File: src/rtl/bus_responder_if.sv
// Serial-bus responder signal bundle: UART rx/tx handshakes, register bank and status.
// slave = the responder side, master = UART cores / register bank / monitor side.
interface bus_responder_if #(
    parameter int unsigned NUM_REGS = 4
) ();
    logic [7:0]            data_rx;
    logic                  done_rx;
    logic                  resetn_rx;
    logic                  done_tx;
    logic                  resetn_tx;
    logic                  enable_tx;
    logic [7:0]            data_tx;
    logic [NUM_REGS*8-1:0] reg_data;
    logic                  busy;
    logic                  cmd_valid;
    logic [7:0]            last_cmd;

    modport slave (
        input  data_rx, done_rx, done_tx, reg_data,
        output resetn_rx, resetn_tx, enable_tx, data_tx, busy, cmd_valid, last_cmd
    );

    modport master (
        output data_rx, done_rx, done_tx, reg_data,
        input  resetn_rx, resetn_tx, enable_tx, data_tx, busy, cmd_valid, last_cmd
    );
endinterface

File: src/rtl/bus_responder.sv
// Remote end of the serial bus: decodes a 1-byte request, replies with a register byte and its CRC-8.
// Define RESP_NACK_EN to answer invalid requests with 8'hFF + CRC instead of dropping them.
module bus_responder #(
    parameter logic [7:0]  KEY        = 8'h37,
    parameter int unsigned NUM_REGS   = 4,
    parameter logic [3:0]  CMD_PREFIX = 4'hA
) (
    input logic            clock,
    input logic            resetn,
    bus_responder_if.slave bus
);
    typedef enum logic [2:0] {
        RX_RST  = 3'd0,
        RX_WAIT = 3'd1,
        DECODE  = 3'd2,
        CRC     = 3'd3,
        TX_RST  = 3'd4,
        TX_EN   = 3'd5,
        TX_WAIT = 3'd6
    } state_e;

    typedef enum logic {
        PH_DATA = 1'b0,
        PH_CRC  = 1'b1
    } phase_e;

    state_e     state_q, state_d;
    phase_e     phase_q, phase_d;
    logic [7:0] req_q, req_d;
    logic [7:0] crc_q, crc_d;
    logic [2:0] cnt_q, cnt_d;
    logic       resetn_rx_q, resetn_rx_d;
    logic       resetn_tx_q, resetn_tx_d;
    logic       enable_tx_q, enable_tx_d;
    logic [7:0] data_tx_q, data_tx_d;
    logic       busy_q, busy_d;
    logic       cmd_valid_q, cmd_valid_d;
    logic [7:0] last_cmd_q, last_cmd_d;

    logic [7:0] sel_byte;
    logic       req_valid;
    logic       crc_bit;

    always_comb begin
        sel_byte = '0;
        for (int unsigned i = 0; i < NUM_REGS; i++) begin
            if (req_q[3:0] == i[3:0]) sel_byte = bus.reg_data[8*i +: 8];
        end
    end

    assign req_valid = (req_q[7:4] == CMD_PREFIX) && (32'(req_q[3:0]) < NUM_REGS);
    assign crc_bit   = data_tx_q[3'd7 - cnt_q];

    always_comb begin
        state_d     = state_q;
        phase_d     = phase_q;
        req_d       = req_q;
        crc_d       = crc_q;
        cnt_d       = cnt_q;
        resetn_rx_d = resetn_rx_q;
        resetn_tx_d = resetn_tx_q;
        enable_tx_d = enable_tx_q;
        data_tx_d   = data_tx_q;
        busy_d      = busy_q;
        cmd_valid_d = 1'b0;
        last_cmd_d  = last_cmd_q;

        case (state_q)
            RX_RST: begin
                resetn_rx_d = 1'b0;
                state_d     = RX_WAIT;
            end
            RX_WAIT: begin
                resetn_rx_d = 1'b1;
                if (bus.done_rx) begin
                    req_d   = bus.data_rx;
                    state_d = DECODE;
                end
            end
            DECODE: begin
                if (req_valid) begin
                    // Snapshot the register so later bank updates cannot corrupt the reply.
                    data_tx_d   = sel_byte;
                    last_cmd_d  = req_q;
                    cmd_valid_d = 1'b1;
                    busy_d      = 1'b1;
                    crc_d       = '0;
                    cnt_d       = '0;
                    phase_d     = PH_DATA;
                    state_d     = CRC;
                end else begin
`ifdef RESP_NACK_EN
                    data_tx_d = 8'hFF;
                    busy_d    = 1'b1;
                    crc_d     = '0;
                    cnt_d     = '0;
                    phase_d   = PH_DATA;
                    state_d   = CRC;
`else
                    state_d = RX_RST;
`endif
                end
            end
            CRC: begin
                crc_d = {crc_q[6:0], 1'b0} ^ ((crc_q[7] ^ crc_bit) ? KEY : 8'h00);
                cnt_d = cnt_q + 3'd1;
                if (cnt_q == 3'd7) state_d = TX_RST;
            end
            TX_RST: begin
                resetn_tx_d = 1'b0;
                state_d     = TX_EN;
            end
            TX_EN: begin
                resetn_tx_d = 1'b1;
                enable_tx_d = 1'b1;
                state_d     = TX_WAIT;
            end
            TX_WAIT: begin
                enable_tx_d = 1'b0;
                if (bus.done_tx) begin
                    if (phase_q == PH_DATA) begin
                        data_tx_d = crc_q;
                        phase_d   = PH_CRC;
                        state_d   = TX_RST;
                    end else begin
                        busy_d  = 1'b0;
                        state_d = RX_RST;
                    end
                end
            end
            default: state_d = RX_RST;
        endcase
    end

    always_ff @(posedge clock or negedge resetn) begin
        if (!resetn) begin
            state_q     <= RX_RST;
            phase_q     <= PH_DATA;
            req_q       <= '0;
            crc_q       <= '0;
            cnt_q       <= '0;
            resetn_rx_q <= 1'b1;
            resetn_tx_q <= 1'b1;
            enable_tx_q <= 1'b0;
            data_tx_q   <= '0;
            busy_q      <= 1'b0;
            cmd_valid_q <= 1'b0;
            last_cmd_q  <= '0;
        end else begin
            state_q     <= state_d;
            phase_q     <= phase_d;
            req_q       <= req_d;
            crc_q       <= crc_d;
            cnt_q       <= cnt_d;
            resetn_rx_q <= resetn_rx_d;
            resetn_tx_q <= resetn_tx_d;
            enable_tx_q <= enable_tx_d;
            data_tx_q   <= data_tx_d;
            busy_q      <= busy_d;
            cmd_valid_q <= cmd_valid_d;
            last_cmd_q  <= last_cmd_d;
        end
    end

    assign bus.resetn_rx = resetn_rx_q;
    assign bus.resetn_tx = resetn_tx_q;
    assign bus.enable_tx = enable_tx_q;
    assign bus.data_tx   = data_tx_q;
    assign bus.busy      = busy_q;
    assign bus.cmd_valid = cmd_valid_q;
    assign bus.last_cmd  = last_cmd_q;
endmodule

File: src/flat_wrapper.sv
// flat-port wrapper written by rule: the top's interface ports become plain ports
module bus_responder_flat 
#(
    parameter logic [7:0]  KEY        = 8'h37,
    parameter int unsigned NUM_REGS   = 4,
    parameter logic [3:0]  CMD_PREFIX = 4'hA
)
  (clock, resetn, bus_data_rx, bus_done_rx, bus_done_tx, bus_reg_data, bus_resetn_rx, bus_resetn_tx, bus_enable_tx, bus_data_tx, bus_busy, bus_cmd_valid, bus_last_cmd);
  bus_responder_if #(.NUM_REGS(NUM_REGS)) bus_i ();
  input logic clock;
  input logic resetn;
  input wire logic [$bits(bus_i.data_rx)-1:0] bus_data_rx;
  input wire logic [$bits(bus_i.done_rx)-1:0] bus_done_rx;
  input wire logic [$bits(bus_i.done_tx)-1:0] bus_done_tx;
  input wire logic [$bits(bus_i.reg_data)-1:0] bus_reg_data;
  output wire logic [$bits(bus_i.resetn_rx)-1:0] bus_resetn_rx;
  output wire logic [$bits(bus_i.resetn_tx)-1:0] bus_resetn_tx;
  output wire logic [$bits(bus_i.enable_tx)-1:0] bus_enable_tx;
  output wire logic [$bits(bus_i.data_tx)-1:0] bus_data_tx;
  output wire logic [$bits(bus_i.busy)-1:0] bus_busy;
  output wire logic [$bits(bus_i.cmd_valid)-1:0] bus_cmd_valid;
  output wire logic [$bits(bus_i.last_cmd)-1:0] bus_last_cmd;
  assign bus_i.data_rx = bus_data_rx;
  assign bus_i.done_rx = bus_done_rx;
  assign bus_i.done_tx = bus_done_tx;
  assign bus_i.reg_data = bus_reg_data;
  assign bus_resetn_rx = bus_i.resetn_rx;
  assign bus_resetn_tx = bus_i.resetn_tx;
  assign bus_enable_tx = bus_i.enable_tx;
  assign bus_data_tx = bus_i.data_tx;
  assign bus_busy = bus_i.busy;
  assign bus_cmd_valid = bus_i.cmd_valid;
  assign bus_last_cmd = bus_i.last_cmd;
  bus_responder #(.KEY(KEY), .NUM_REGS(NUM_REGS), .CMD_PREFIX(CMD_PREFIX)) u_core (.clock(clock), .resetn(resetn), .bus(bus_i));
endmodule
File: config.mk
export PLATFORM = sky130hd
export DESIGN_NAME = bus_responder_flat
export DESIGN_NICKNAME = d
export VERILOG_FILES = /design/src/rtl/bus_responder_if.sv /design/src/rtl/bus_responder.sv /design/src/flat_wrapper.sv
export SDC_FILE = /design/constraint.sdc
export NUM_CORES = 1
export LEC_CHECK = 0
export ABC_AREA = 0
export BUFFER_PORTS_ARGS = -buffer_cell sky130_fd_sc_hd__buf_4
export CELL_PAD_IN_SITES_DETAIL_PLACEMENT = 0
export CELL_PAD_IN_SITES_GLOBAL_PLACEMENT = 1
export CORE_ASPECT_RATIO = 0.7
export CORE_MARGIN = 1
export CORE_UTILIZATION = 30
export CTS_CLUSTER_SIZE = 40
export DETAILED_ROUTE_END_ITERATION = 12
export GPL_ROUTABILITY_DRIVEN = 0
export PLACE_DENSITY = 0.69
export SYNTH_ARGS = -nofsm -noshare
export SYNTH_HDL_FRONTEND = slang
export SYNTH_SLANG_ARGS = --single-unit
File: constraint.sdc
create_clock -name clock -period 2 [get_ports clock]
set_input_delay 0 -clock clock [delete_from_list [all_inputs] [get_ports clock]]
set_output_delay 0 -clock clock [all_outputs]
set_load 0.01 [all_outputs]
==> results by group <==
Critical path
  – Setup CP Type: flop to flop
  – Reg-to-reg slack, setup: 0.22 ns
  – Worst r2r path cells: 4
  – Req. time, crit path: 2.17 ns
  – Endpoint type of the worst setup path: flop
  – CP arrival: 1.95 ns
  – CP Launch Type: flop
  – Worst flop-to-flop path startpoint: u_core.cnt_q[1]$_DFFE_PN0P_
  – R2R Path End: u_core.crc_q[0]$_DFFE_PN0P_
  – CP Max Fanout: 5

Detailed routing
  – First-pass DRT Iterations: 4
  – Avg WL per Cell: 15.28 µm
  – First-iteration detailed-routing DRC count: 84
  – Vias per cell: 4.693
  – Via Count: 1,638
  – DRC: 0
  – Post-route ant nets: 0
  – Final wirelength: 5333 µm

Timing
  – Fin crit period: 1.776 ns
  – Worst Max-Slew Pin Slew: 0.8565 ns
  – Max-slew headroom: 0.4246
  – Fin crit share: 0.8878
  – Final hold vios: 0
  – Setup-failing EPs final: 0
  – Max frequency: 0.5632 GHz
  – Final Skew: 0.006664 ns
  – Pins Over Slew Limit: 0
  – Total Neg Setup Slack: 0 ns
  – Unrepaired setup endpoints after global routing: false

Synthesis
  – Synth area leaders: dfrtp_1 (48%), mux2_2 (10%), mux4_2 (8.1%)
  – Synthesized cell area: 2212 µm²
  – Syn avg cell area: 12.71 µm²
  – Top-area cell type share of the netlist area: 0.4751
  – Post-synth net total: 220
  – Syn Inst Count: 174
  – Yosys warns: 0
  – Sequential area share after synthesis: 0.4989
  – Distinct cells, synth: 37
  – Yosys top cell by area: dfrtp_1
  – Synth Register Bits: 44

Clock tree
  – CTS tree: built
  – Post-CTS setup buffer count: 0
  – H-tree depth: 2
  – CTS Buf Count: 5
  – Worst-path clk slew: 0.09 ns
  – Num Clock Sinks: 44
  – Clk buf depth: 2
  – Root Driver: clkbuf_8
  – Clk_lat worst skew: 0.30 ns

Power
  – Pwr dens: 1316 nW/µm²
  – Clk pwr share: 0.172
  – Combinational Power Share: 0.422
  – Flop pwr share: 0.405
  – Switching power: 1.397 mW
  – Switch share: 0.3483
  – Leak Pwr: 1.425 nW
  – Tot Pwr: 4.012 mW
  – Int Power: 2.615 mW
  – Worst vdd ir: 0.4924 mV

Die
  – Top Ports: 65
  – # rows: 25
  – Core area: 6944 µm²
  – Die span in y: 73.85 µm
  – Width of the chip: 104.6 µm
  – Initial Util: 0.3186
  – Die area: 7727 µm²

Layout
  – Commonest non-fill, non-tap cell in the layout: buf_4
  – Share of layout cells above drive strength 1: 0.4784
  – Diodes inserted: 0
  – Final Net Count: 300
  – Synth-to-layout area growth: 37.84%
  – FILL cells: 681
  – Final cell count without fillers: 349
  – Commonest cells after routing, fill and taps aside: buf_4 (73), dfrtp_1 (41), mux2_2 (20)
  – Layout Utilization: 0.4391

GRT
  – Largest net degree at the start of global routing: 45
  – First-pass GRT wire length: 8735 µm
  – Initial antenna violation count: 0
  – Overall Global Routing Usage: 0.1482
  – GRT overflow: 0
  – Vias in the first global route: 1,651

Placement
  – Port Buffer Count: 64
  – Placed insts: 331
  – Dpl hpwl: 3841 µm

Min path
  – Worst min path class: input port to flop
  – Hold-critical path endpoint: u_core.state_q[0]$_DFFE_PN0P_
  – Hold_sp: bus_done_rx
  – Worst Hold Depth: 4

Status
  – Outcome: finished clean

Job
  – Max cap viols: 0
## kinds of logic (layout without fill, tap and decap cells)
group | after synthesis | count (layout) | synth area share
mux | 31 | 31 | 0.2172
compound gates | 33 | 33 | 0.1103
simple gates | 42 | 42 | 0.1029
xor+xnor | 9 | 9 | 0.03564
buf+inv | 13 | 94 | 0.02376
fa+ha+maj | 2 | 2 | 0.01131
flops | 44 | 44 | 0.4989
## routing by layer
layer	up-vias	global-route usage	wire length, µm
met5	-	0	0
met4	0	0.04225	27
met3	4	0.04082	358
met2	59	0.2141	2241
met1	780	0.2160	2704
li1	795	-	-
## power by group through the flow
stage | Combinational, mW | Clock, mW | Sequential [mW]
after global routing | 1.86 | 0.750 | 1.70
final | 1.69 | 0.690 | 1.63
after floorplan | 1.26 | 0 | 1.49
after CTS | 1.71 | 0.712 | 1.64
after detailed placement | 1.69 | 0 | 1.65
after global placement | 1.66 | 0 | 1.65
## cell type report
type | count | area, µm² | area share
clock inverters | 3 | 42.54 | 0.01395
inverters | 3 | 11.26 | 0.003693
well taps | 94 | 117.6 | 0.03857
repair buffers | 83 | 648.1 | 0.2126
clock buffers | 5 | 68.82 | 0.02257
flip-flops and latches | 44 | 1105 | 0.3623
multi-input cells | 117 | 1056 | 0.3463
## worst max-delay path, stage by stage (launching register included)
cell     delay, ns
dfrtp_1       0.45
mux4_1        0.62
mux2i_4       0.29
xor2_1        0.19
o22ai_1       0.09
## worst max-delay path by stage
stage	startpoint	endpoint	slack (ns)
floorplan	u_core.state_q[1]$_DFFE_PN0P_	u_core.req_q[0]$_DFFE_PN0P_	0.35
global placement	u_core.req_q[0]$_DFFE_PN0P_	u_core.bus.data_tx[6]$_DFFE_PN0P_	0.15
detailed placement	u_core.req_q[0]$_DFFE_PN0P_	u_core.bus.data_tx[6]$_DFFE_PN0P_	0.12
CTS	u_core.req_q[0]$_DFFE_PN0P_	u_core.bus.data_tx[6]$_DFFE_PN0P_	0.09
global route	u_core.state_q[2]$_DFFE_PN0P_	u_core.bus.data_tx[3]$_DFFE_PN0P_	0.11
finish	u_core.cnt_q[1]$_DFFE_PN0P_	u_core.crc_q[0]$_DFFE_PN0P_	0.22
## synth_stat cells
| master | count |
|---|---|
| xnor2_1 | 8 |
| nand2b_1 | 1 |
| o31ai_1 | 1 |
| a21oi_1 | 4 |
| o22ai_2 | 4 |
| nand3_1 | 2 |
| buf_1 | 2 |
| a31oi_1 | 1 |
| nor4b_2 | 1 |
| a21o_1 | 2 |
| dfrtp_1 | 42 |
| o22ai_1 | 1 |
| and3b_1 | 1 |
| nor2b_1 | 4 |
| nand2_1 | 19 |
| mux4_2 | 8 |
| nand3b_1 | 3 |
| inv_1 | 3 |
| a22o_1 | 8 |
| nor3_1 | 1 |
| buf_2 | 3 |
| xor2_1 | 1 |
| nor3b_2 | 1 |
| dfstp_2 | 2 |
| a21oi_2 | 1 |
| nor3b_1 | 1 |
| a221o_1 | 1 |
| or2_1 | 1 |
| mux2_2 | 20 |
| and4bb_2 | 1 |
| mux4_1 | 2 |
| clkbuf_1 | 5 |
| ha_1 | 2 |
| nor2_1 | 5 |
| o21ai_0 | 10 |
| or2_2 | 1 |
| mux2i_4 | 1 |
## repair_timing
action | in CTS | in global routing
hold buffers | 10 | 0
endpoints found under the setup margin | 0 | 3
endpoints found under the hold margin | 51 | 0
gates resized for setup | 0 | 1
## metrics by stage
| step | cell area [µm²] | hold WS, ns | setup slack, ns |
|---|---|---|---|
| 4_1_cts | 3048 | 0.07645 | 0.09482 |
| 6_report | 3049 | 0.09119 | 0.2244 |
| 2_1_floorplan | 2212 | -0.2956 | 0.3507 |
| 3_5_place_dp | 2836 | 0.04295 | 0.1164 |
| 5_1_grt | 3049 | 0.1052 | 0.1134 |
| 3_3_place_gp | 2836 | 0.04329 | 0.1503 |
## state kept, by name (all words and copies together) (netlist names)
register              cells
u_core.bus.data_tx        8
u_core.bus.last_cmd       8
u_core.crc_q              8
u_core.req_q              8
u_core.cnt_q              3
u_core.state_q            3
u_core.bus.busy           1
u_core.bus.cmd_valid      1
u_core.bus.enable_tx      1
u_core.bus.resetn_rx      1
u_core.bus.resetn_tx      1
u_core.phase_q            1
Note: power is estimated with default switching activity, not from simulation.
